**config.mk**
```make
export PLATFORM = sky130hd
export DESIGN_NAME = mem_ctrl_flat
export DESIGN_NICKNAME = d
export VERILOG_FILES = /design/src/rtl/mem_ctrl_pkg.sv /design/src/rtl/mem_ctrl_if.sv /design/src/rtl/mem_ctrl_wait_timer.sv /design/src/rtl/mem_ctrl.sv /design/src/flat_wrapper.sv
export SDC_FILE = /design/constraint.sdc
export NUM_CORES = 1
export LEC_CHECK = 0
export CORE_MARGIN = 2
export CORE_UTILIZATION = 26
export DETAILED_ROUTE_END_ITERATION = 8
export PLACE_DENSITY = 0.57
export SYNTH_ARGS = -nofsm -noshare
export SYNTH_HDL_FRONTEND = slang
export SYNTH_SLANG_ARGS = --single-unit
export TNS_END_PERCENT = 30
```
**constraint.sdc**
```tcl
create_clock -name CLK -period 1.6 [get_ports CLK]
set_clock_uncertainty 0.05 [all_clocks]
set_input_delay 0.24 -clock CLK [delete_from_list [all_inputs] [get_ports CLK]]
set_output_delay 0.24 -clock CLK [all_outputs]
set_load 0.1 [all_outputs]
```
**src/rtl/mem_ctrl_pkg.sv**
```systemverilog
// Shared encodings for the memory controller: FSM states, operation codes,
// the default timeout and the request priority pick.
package mem_ctrl_pkg;

    typedef enum logic [1:0] {
        IDLE = 2'd0,
        REQ  = 2'd1,
        DONE = 2'd2
    } state_t;

    typedef enum logic [1:0] {
        OP_RD = 2'd0,
        OP_WR = 2'd1,
        OP_IF = 2'd2
    } op_t;

    localparam int TIMEOUT_CYC_DEF = 15;

    // Write beats read beats fetch; losers are simply dropped.
    function automatic op_t pick_op(input logic wr, input logic rd);
        if (wr)
            return OP_WR;
        else if (rd)
            return OP_RD;
        else
            return OP_IF;
    endfunction

endpackage

```
**src/rtl/mem_ctrl_if.sv**
```systemverilog
// Register-block and memory-side signals of the memory controller.
// The slave modport is the controller's view; master is the environment's.
interface mem_ctrl_if;
    logic [15:0] mar_q;
    logic [15:0] mdr_q;
    logic        rd_req;
    logic        wr_req;
    logic        if_req;
    logic        busy;
    logic        done;
    logic        err;
    logic [15:0] MMD_out;
    logic [15:0] MIS_out;
    logic        mem_req;
    logic        mem_we;
    logic [15:0] mem_addr;
    logic [15:0] mem_wdata;
    logic [15:0] mem_rdata;
    logic        mem_ack;

    modport slave (
        input  mar_q, mdr_q, rd_req, wr_req, if_req, mem_rdata, mem_ack,
        output busy, done, err, MMD_out, MIS_out,
        output mem_req, mem_we, mem_addr, mem_wdata
    );

    modport master (
        output mar_q, mdr_q, rd_req, wr_req, if_req, mem_rdata, mem_ack,
        input  busy, done, err, MMD_out, MIS_out,
        input  mem_req, mem_we, mem_addr, mem_wdata
    );
endinterface

```
**src/rtl/mem_ctrl_wait_timer.sv**
```systemverilog
// 8-bit wait counter; expired flags the cycle whose increment would reach LIMIT.
module wait_timer #(
    parameter int LIMIT = 15
) (
    input  logic clk,
    input  logic rst_n,
    input  logic clear,
    input  logic enable,
    output logic expired
);
    localparam logic [7:0] LIM = 8'(LIMIT);

    logic [7:0] count_q;
    logic [7:0] count_d;

    assign count_d = count_q + 8'd1;
    assign expired = enable && (count_d == LIM);

    always_ff @(posedge clk) begin
        if (!rst_n)
            count_q <= 8'd0;
        else if (clear)
            count_q <= 8'd0;
        else if (enable)
            count_q <= count_d;
    end
endmodule

```
**src/rtl/mem_ctrl.sv**
```systemverilog
// Single-outstanding memory access controller: IDLE -> REQ -> DONE, with a
// wait timeout. All outputs are registered; requests are ignored while busy.
module mem_ctrl
    import mem_ctrl_pkg::*;
#(
    parameter int TIMEOUT_CYC = TIMEOUT_CYC_DEF
) (
    input  logic      CLK,
    input  logic      CLR,
    mem_ctrl_if.slave bus
);
    state_t      state_q;
    op_t         op_q;
    logic        busy_q;
    logic        done_q;
    logic        err_q;
    logic [15:0] mmd_q;
    logic [15:0] mis_q;
    logic        mem_req_q;
    logic        mem_we_q;
    logic [15:0] mem_addr_q;
    logic [15:0] mem_wdata_q;

    logic any_req;
    logic tmr_clear;
    logic tmr_enable;
    logic tmr_expired;
    op_t  op_d;

    assign any_req    = bus.wr_req | bus.rd_req | bus.if_req;
    assign op_d       = pick_op(bus.wr_req, bus.rd_req);
    assign tmr_clear  = (state_q != REQ);
    assign tmr_enable = (state_q == REQ) && !bus.mem_ack;

    wait_timer #(.LIMIT(TIMEOUT_CYC)) u_wait_timer (
        .clk     (CLK),
        .rst_n   (CLR),
        .clear   (tmr_clear),
        .enable  (tmr_enable),
        .expired (tmr_expired)
    );

    // mem_addr_q / mem_wdata_q double as the latched address and data.
    always_ff @(posedge CLK) begin
        if (!CLR) begin
            state_q     <= IDLE;
            op_q        <= OP_RD;
            busy_q      <= 1'b0;
            done_q      <= 1'b0;
            err_q       <= 1'b0;
            mmd_q       <= 16'd0;
            mis_q       <= 16'd0;
            mem_req_q   <= 1'b0;
            mem_we_q    <= 1'b0;
            mem_addr_q  <= 16'd0;
            mem_wdata_q <= 16'd0;
        end else begin
            case (state_q)
                IDLE: begin
                    done_q <= 1'b0;
                    err_q  <= 1'b0;
                    mmd_q  <= 16'd0;
                    mis_q  <= 16'd0;
                    if (any_req) begin
                        state_q     <= REQ;
                        op_q        <= op_d;
                        busy_q      <= 1'b1;
                        mem_req_q   <= 1'b1;
                        mem_we_q    <= (op_d == OP_WR);
                        mem_addr_q  <= bus.mar_q;
                        mem_wdata_q <= (op_d == OP_WR) ? bus.mdr_q : 16'd0;
                    end
                end
                REQ: begin
                    // Ack is checked first so it wins over a same-cycle timeout.
                    if (bus.mem_ack || tmr_expired) begin
                        state_q     <= DONE;
                        done_q      <= 1'b1;
                        err_q       <= !bus.mem_ack;
                        mmd_q       <= (bus.mem_ack && op_q == OP_RD) ? bus.mem_rdata : 16'd0;
                        mis_q       <= (bus.mem_ack && op_q == OP_IF) ? bus.mem_rdata : 16'd0;
                        mem_req_q   <= 1'b0;
                        mem_we_q    <= 1'b0;
                        mem_addr_q  <= 16'd0;
                        mem_wdata_q <= 16'd0;
                    end
                end
                DONE: begin
                    state_q <= IDLE;
                    busy_q  <= 1'b0;
                    done_q  <= 1'b0;
                    err_q   <= 1'b0;
                    mmd_q   <= 16'd0;
                    mis_q   <= 16'd0;
                end
                default: begin
                    state_q   <= IDLE;
                    busy_q    <= 1'b0;
                    done_q    <= 1'b0;
                    err_q     <= 1'b0;
                    mem_req_q <= 1'b0;
                    mem_we_q  <= 1'b0;
                end
            endcase
        end
    end

    assign bus.busy      = busy_q;
    assign bus.done      = done_q;
    assign bus.err       = err_q;
    assign bus.MMD_out   = mmd_q;
    assign bus.MIS_out   = mis_q;
    assign bus.mem_req   = mem_req_q;
    assign bus.mem_we    = mem_we_q;
    assign bus.mem_addr  = mem_addr_q;
    assign bus.mem_wdata = mem_wdata_q;
endmodule
```
**src/flat_wrapper.sv**
```systemverilog
// flat-port wrapper written by rule: the top's interface ports become plain ports
module mem_ctrl_flat import mem_ctrl_pkg::*;
#(
    parameter int TIMEOUT_CYC = TIMEOUT_CYC_DEF
)
  (CLK, CLR, bus_mar_q, bus_mdr_q, bus_rd_req, bus_wr_req, bus_if_req, bus_mem_rdata, bus_mem_ack, bus_busy, bus_done, bus_err, bus_MMD_out, bus_MIS_out, bus_mem_req, bus_mem_we, bus_mem_addr, bus_mem_wdata);
  mem_ctrl_if bus_i ();
  input  logic CLK;
  input  logic CLR;
  input wire logic [$bits(bus_i.mar_q)-1:0] bus_mar_q;
  input wire logic [$bits(bus_i.mdr_q)-1:0] bus_mdr_q;
  input wire logic [$bits(bus_i.rd_req)-1:0] bus_rd_req;
  input wire logic [$bits(bus_i.wr_req)-1:0] bus_wr_req;
  input wire logic [$bits(bus_i.if_req)-1:0] bus_if_req;
  input wire logic [$bits(bus_i.mem_rdata)-1:0] bus_mem_rdata;
  input wire logic [$bits(bus_i.mem_ack)-1:0] bus_mem_ack;
  output wire logic [$bits(bus_i.busy)-1:0] bus_busy;
  output wire logic [$bits(bus_i.done)-1:0] bus_done;
  output wire logic [$bits(bus_i.err)-1:0] bus_err;
  output wire logic [$bits(bus_i.MMD_out)-1:0] bus_MMD_out;
  output wire logic [$bits(bus_i.MIS_out)-1:0] bus_MIS_out;
  output wire logic [$bits(bus_i.mem_req)-1:0] bus_mem_req;
  output wire logic [$bits(bus_i.mem_we)-1:0] bus_mem_we;
  output wire logic [$bits(bus_i.mem_addr)-1:0] bus_mem_addr;
  output wire logic [$bits(bus_i.mem_wdata)-1:0] bus_mem_wdata;
  assign bus_i.mar_q = bus_mar_q;
  assign bus_i.mdr_q = bus_mdr_q;
  assign bus_i.rd_req = bus_rd_req;
  assign bus_i.wr_req = bus_wr_req;
  assign bus_i.if_req = bus_if_req;
  assign bus_i.mem_rdata = bus_mem_rdata;
  assign bus_i.mem_ack = bus_mem_ack;
  assign bus_busy = bus_i.busy;
  assign bus_done = bus_i.done;
  assign bus_err = bus_i.err;
  assign bus_MMD_out = bus_i.MMD_out;
  assign bus_MIS_out = bus_i.MIS_out;
  assign bus_mem_req = bus_i.mem_req;
  assign bus_mem_we = bus_i.mem_we;
  assign bus_mem_addr = bus_i.mem_addr;
  assign bus_mem_wdata = bus_i.mem_wdata;
  mem_ctrl #(.TIMEOUT_CYC(TIMEOUT_CYC)) u_core (.CLK(CLK), .CLR(CLR), .bus(bus_i));
endmodule
```
==> flow_summary.ini, run 1 <==
[power_and_ir_drop]
p_comb_share_pct = 26.9
p_leak_nw = 2.48
p_seq_share_pct = 33.7
power.share.clock_pct = 39.4
swShare_pct = 31.1
powerDensity_nw_per_um2 = 1040
internal_power_mw = 4.72
peakVddDrop_v = 0.000571
p_switching_mw = 2.13

[sta]
post-route-period-util_pct = 102
setup_viol = 20
relSlewSlack_pct = 74.8
holdWs_ns = 0.440
hold_viol_final = 0
fin_crit_ns = 1.63
worst_slew_pin_slew_ns = 0.378
rsz0062_at_grt = true
timing.fmax_ghz = 0.614
report.final.slew_viol_count = 0
final.setup.tns_ns = -0.295
fin_ws_ns = -0.0274

[route]
drt_iter0_markers = 233
viasPerCell = 5.21
wl_per_cell_um = 16.5
drtAntennaViolNets = 0
remaining_drc_errors = 0
vias = 3625
wirelength_um = 11500
first_pass_iters = 4

[global_route]
track_usage_pct = 15.3
grt_pass1_wl_um = 18000
antenna_found_initial = 0
grt_max_degree = 65
grt_pass1_vias = 3479
gr-total-overflow = 0

[die]
rows = 42
die_h_um = 121
initial_core_util_pct = 26.6
design.core.area_um2 = 13300
die_width_um = 121
die_area_um2 = 14600
top_level_ports = 123

[worst_setup_path]
r2r.worst_path.cells = 8
r2r_setup_slack_ns = -0.02
crit_required_ns = 1.76
cp.arrival_ns = 1.79
crit_path_end_kind = register
startpoint_type = input port
path_max_fanout = 8
crit_type = in -> reg

[layout]
syn_to_final_growth_pct = 86.0
ff_latch_area_um2 = 1630
postLayoutCellArea_um2 = 6590
drive_above_1_share_pct = 31.3
multi_input_area_um2 = 1880
n_fill_cell = 1167
finalNetCount = 571
fin_cells = 696
diodes = 0

[synthesis]
synth.area.mux_share_pct = 0
syn_area_um2 = 3540
synth_adder_area_share_pct = 0.707
yosys.cell_types.count = 38
synth-compound-area-share_pct = 30.5
ys.flop_type = dfxtp_1
ys_ff_latch = 81
postSynthNetCount = 440
ys_warn_count = 0
synthArstFlopShare_pct = 0
synth_edf_count = 0
yosys.area_share.simple_pct = 15.2
syn_area_per_cell_um2 = 9.22
seq_area_frac_synth_pct = 45.8
synth_top_family_by_area = compound AO/OA/AOI/OAI gates
synth-xor-area-share_pct = 2.23
synth_cells = 384

[min_path]
min_path_type = in -> reg
min_path_cells = 3

[job]
maxCapViolCount = 0

[outcome]
status = complete, but fails checks
violations = setup timing

[clock_network]
numCtsBuffers = 9
cts_tree = done
cts_sinks = 81
clk_pin_slew_ns = 0.06
insertion_delay_ns = 0.33
cts-root-buf = clkbuf_16
clock_path_buffers = 2
cts_max_level = 3

[placement]
routabilityCongestion = 0.794
place_area_um2 = 5840
numPortBuffers = 122
dp.cells = 670
dp_hpwl_um = 7430
==> flip-flops by register name, summed over array words and instances, names as in the netlist <==
register and cells:
u_core.bus.mem_we 1, u_core.op_q 2, u_core.bus.busy 1, u_core.u_wait_timer.count_q 8, u_core.bus.mem_wdata 16, u_core.bus.err 1
u_core.state_q 2, u_core.bus.mem_addr 16, u_core.bus.MIS_out 16, u_core.bus.done 1, u_core.bus.MMD_out 16, u_core.bus.mem_req 1
==> cell type report <==
| class | count | area share [%] |
|---|---|---|
| clock buffer | 11 | 3.69 |
| inverter | 4 | 0.266 |
| tap | 176 | 3.34 |
| sequential | 81 | 24.8 |
| timing repair buffer | 160 | 37.2 |
| multi-input combinational | 259 | 28.5 |
| clock inverter | 5 | 2.28 |
==> critical path, cell delays in order <==
cell and delay, ns:
clkdlybuf4s50_1 0.54, nor4b_4 0.30, nand4b_4 0.17, nor2_4 0.13, buf_12 0.17, clkbuf_16 0.16, o41ai_1 0.06
==> power groups by stage <==
stage	sequential [mW]	clock, mW	combinational (mW)
after floorplan	3.05	0	0.320
after global placement	2.35	0	1.82
after detailed placement	2.35	0	1.84
after CTS	2.31	2.75	1.84
after global routing	2.33	2.85	1.91
final	2.31	2.70	1.84
==> per-layer routing <==
| metal | up-vias | global-route usage [%] | share of wire, % |
|---|---|---|---|
| li1 | 1735 | - | - |
| met2 | 148 | 24.2 | 48 |
| met4 | 0 | 4.36 | 1.5 |
| met1 | 1726 | 19.9 | 43 |
| met5 | - | 0 | 0 |
| met3 | 16 | 4.91 | 8.1 |
==> timing repair <==
item,in CTS,in global routing
resized for setup,7,44
hold buffers,0,0
gates cloned,2,5
setup endpoints to repair,35,70
pin swaps,1,25
buffers inserted,3,1
==> metrics by stage <==
step                util, %  total power [mW]  setup slack [ns]
global route           49.5              7.08           -0.0977
floorplan                 -              3.37            0.0124
CTS                    47.6              6.90           -0.0308
global placement       43.9              4.17            -0.284
finish                 49.5              6.85           -0.0274
detailed placement     43.9              4.19            -0.330
==> cell families (layout without fill, tap and decap cells) <==
kind of cell,count (synthesis),count (layout)
AOI/OAI and AO/OA,141,141
adders and majority gates,2,2
and+or+nand+nor,107,107
buffers and inverters,44,180
DFF,81,81
xor gates and xnor gates,9,9
==> synth_stat cells, types with 3 or more instances <==
master,count,share of area (%)
xor2_1,7,1.7
nand3_1,3,0.42
inv_1,3,0.32
o2111ai_1,32,7.9
nand2b_1,3,0.53
a21oi_1,3,0.42
dfxtp_1,81,46
and3_1,5,0.88
clkbuf_1,20,2.1
nand2_1,67,7.1
o21ai_0,14,2.0
o21ai_1,19,2.7
a32oi_1,38,9.4
buf_4,3,0.64
a22oi_1,27,5.7
buf_2,17,2.4
nor2_1,16,1.7
==> final timing paths <==
check | startpoint | to
max reg2reg | u_core.u_wait_timer.count_q[0]$_SDFFE_PN0P_ | u_core.bus.mem_we$_SDFFE_PN0P_
max | bus_mem_ack | u_core.bus.mem_we$_SDFFE_PN0P_
min | bus_mar_q[5] | u_core.bus.mem_addr[5]$_SDFFE_PN0P_
min reg2reg | u_core.bus.mem_we$_SDFFE_PN0P_ | u_core.bus.mem_we$_SDFFE_PN0P_
==> cell usage in the layout (no fill, tap or decap), drive strengths merged <==
cell / instances
inv: 4
xnor2: 2
nand3: 3
bufinv: 5
buf: 103
nor2b: 2
dfxtp: 81
nand3b: 1
o2111ai: 32
o32ai: 1
nand4: 2
nand2: 67
o21ai: 33
xor2: 7
o21a: 2
nand2b: 3
nand4b: 1
nor4b: 2
ha: 2
and3: 5
nor4: 1
nor2: 17
a21oi: 4
o41ai: 2
or3: 2
and4b: 1
a22oi: 27
clkdlybuf4s50: 53
a32oi: 38
o31a: 1
clkbuf: 15
a211o: 1
(Power assumes the default switching activity.)
==> run 2, diff against run 1 <==
- CORE_ASPECT_RATIO: not set -> 0.9
==> run 2 against run 1 <==
- the flow still finishes with violations (setup timing)
- non-clock buffer count fell by 4
- die area barely moved
- maximum frequency fell by 1.6%
- combinational power barely moved
- flip-flop and latch count did not move
- setup slack got worse by 0.027 ns
- design area fell by 3.3%
- largest power group is now sequential cells
- highest routed layer unchanged
==> flow_summary.ini, run 2 (synthesis results as in run 1) <==
[layout]
layout_common_cells = buf_12 (79), dfxtp_1 (77), nand2_1 (67), clkdlybuf4s50_1 (53), a32oi_1 (36)
drive_above_1_share_pct = 30.3
diodes = 0
postLayoutCellArea_um2 = 6370
post-route-util_pct = 47.8
fin_cells = 683
final_common_cell = buf_12
finalNetCount = 567
syn_to_final_growth_pct = 79.8

[worst_setup_path]
crit_required_ns = 1.76
crit_path_end_kind = register
timing.rr.start = u_core.u_wait_timer.count_q[0]$_SDFFE_PN0P_
cp_slowest_cell = dfxtp_2
crit_start = u_core.u_wait_timer.count_q[0]$_SDFFE_PN0P_
crit_type = reg -> reg
path_delay_family = simple AND/OR/NAND/NOR gates
cp.arrival_ns = 1.82
path_cells = inv_2, ha_2, nor4b_4, nand4b_4, nor2_4, buf_12, clkbuf_16, o41ai_2
startpoint_type = register
path_max_fanout = 7
critPathBufInv = 3
max_stage_delay_ns = 0.33

[power_and_ir_drop]
powerDensity_nw_per_um2 = 991
peakVddDrop_v = 0.000546
p_leak_nw = 2.41

[sta]
relSlewSlack_pct = 73.7
hold_viol_final = 0
timing.fmax_ghz = 0.604
report.final.slew_viol_count = 0
post-route-period-util_pct = 103
worst_slew_pin_slew_ns = 0.394
holdWs_ns = 0.444
setup_viol = 43
fin_crit_ns = 1.65
rsz0062_at_grt = true
fin_ws_ns = -0.0544

[clock_network]
ctsHoldBuffers = 0
insertion_delay_ns = 0.33
numCtsBuffers = 9
cts_max_level = 3
clk_pin_slew_ns = 0.06
cts-root-buf = clkbuf_16
cts_sinks = 81
clock_path_buffers = 2
cts_tree = done

[global_route]
grt_max_degree = 65
grt_pass1_vias = 3473
gr-total-overflow = 0
grt_pass1_wl_um = 17500
antenna_found_initial = 0
track_usage_pct = 14.9

[route]
wirelength_um = 11500
drtAntennaViolNets = 0
vias = 3540
wl_per_cell_um = 16.8
viasPerCell = 5.18
remaining_drc_errors = 0
first_pass_iters = 4
drt_iter0_markers = 203

[placement]
routabilityCongestion = 0.786
dp_hpwl_um = 7570
numPortBuffers = 122
dp.cells = 661
place_area_um2 = 5830

[outcome]
violations = setup timing
status = complete, but fails checks

[min_path]
min-delay-start = bus_mdr_q[15]
min_path_type = in -> reg

[die]
die_h_um = 115
die_width_um = 127
design.core.area_um2 = 13300
die_area_um2 = 14600
top_level_ports = 123
initial_core_util_pct = 26.6
rows = 40

[job]
maxCapViolCount = 0
## run 2: changes by cell type in the layout (fill, tap and decap cells not counted), sizes merged
cell / previous run / this run
clkinvlp: 0 / 1
clkbuf: 15 / 13
buf: 103 / 100
clkinv: 0 / 2
bufinv: 5 / 2
## run 2: final timing paths
check / to / slack [ns] / cells after the start
worst min register to register: u_core.bus.MMD_out[2]$_SDFFE_PN0P_ / 0.45 / 2
worst max-delay path: u_core.bus.mem_req$_SDFFE_PN0P_ / -0.05 / 8
worst max register to register: u_core.bus.mem_req$_SDFFE_PN0P_ / -0.05 / 8
worst min-delay path: u_core.bus.mem_wdata[15]$_SDFFE_PN0P_ / 0.44 / 3
## run 2: report_power, final
group          internal [mW]  switching, mW
combinational          0.692           1.15
sequential              2.14          0.169
clock                   1.36          0.798
## run 2: repair_timing
action,4_1_cts,5_1_grt
gates cloned,0,6
resized for setup,1,38
pin swaps,0,20
setup endpoints to repair,11,70
buffers inserted,0,1
## run 2: final cells by class
cell class / count / area (um^2)
Multi-Input combinational cell: 259 / 1840
Tap cell: 168 / 210
Inverter: 4 / 15.0
Timing Repair Buffer: 156 / 2360
Clock buffer: 10 / 229
Fill cell: 1185 / 6950
Sequential cell: 81 / 1630
Clock inverter: 5 / 81.3
## run 2: through the flow
| stage | setup TNS (ns) | power [mW] | worst slack (ns) |
|---|---|---|---|
| after global placement | -19.82 | 4.17 | -0.304 |
| after CTS | -0.0539 | 6.36 | -0.0219 |
| after detailed placement | -21.80 | 4.18 | -0.356 |
| final | -1.21 | 6.31 | -0.0544 |
| after floorplan | 0 | 3.37 | 0.0124 |
| after global routing | -5.91 | 6.55 | -0.122 |
## run 2: routing by layer
layer	up-vias	GRT usage, %	wire length [um]
met5	-	0	0
met4	0	5.05	216
met3	15	3.88	526
met2	89	23.3	5360
met1	1717	20.1	5350
li1	1719	-	-
## run 2: worst register-to-register path, delay by kind of cell (launching register included)
| family | cells | cell delay [ns] |
|---|---|---|
| compound gates | 1 | 0.07 |
| fa+ha+maj | 1 | 0.16 |
| buf+inv | 3 | 0.35 |
| flops | 1 | 0.33 |
| simple gates | 3 | 0.58 |
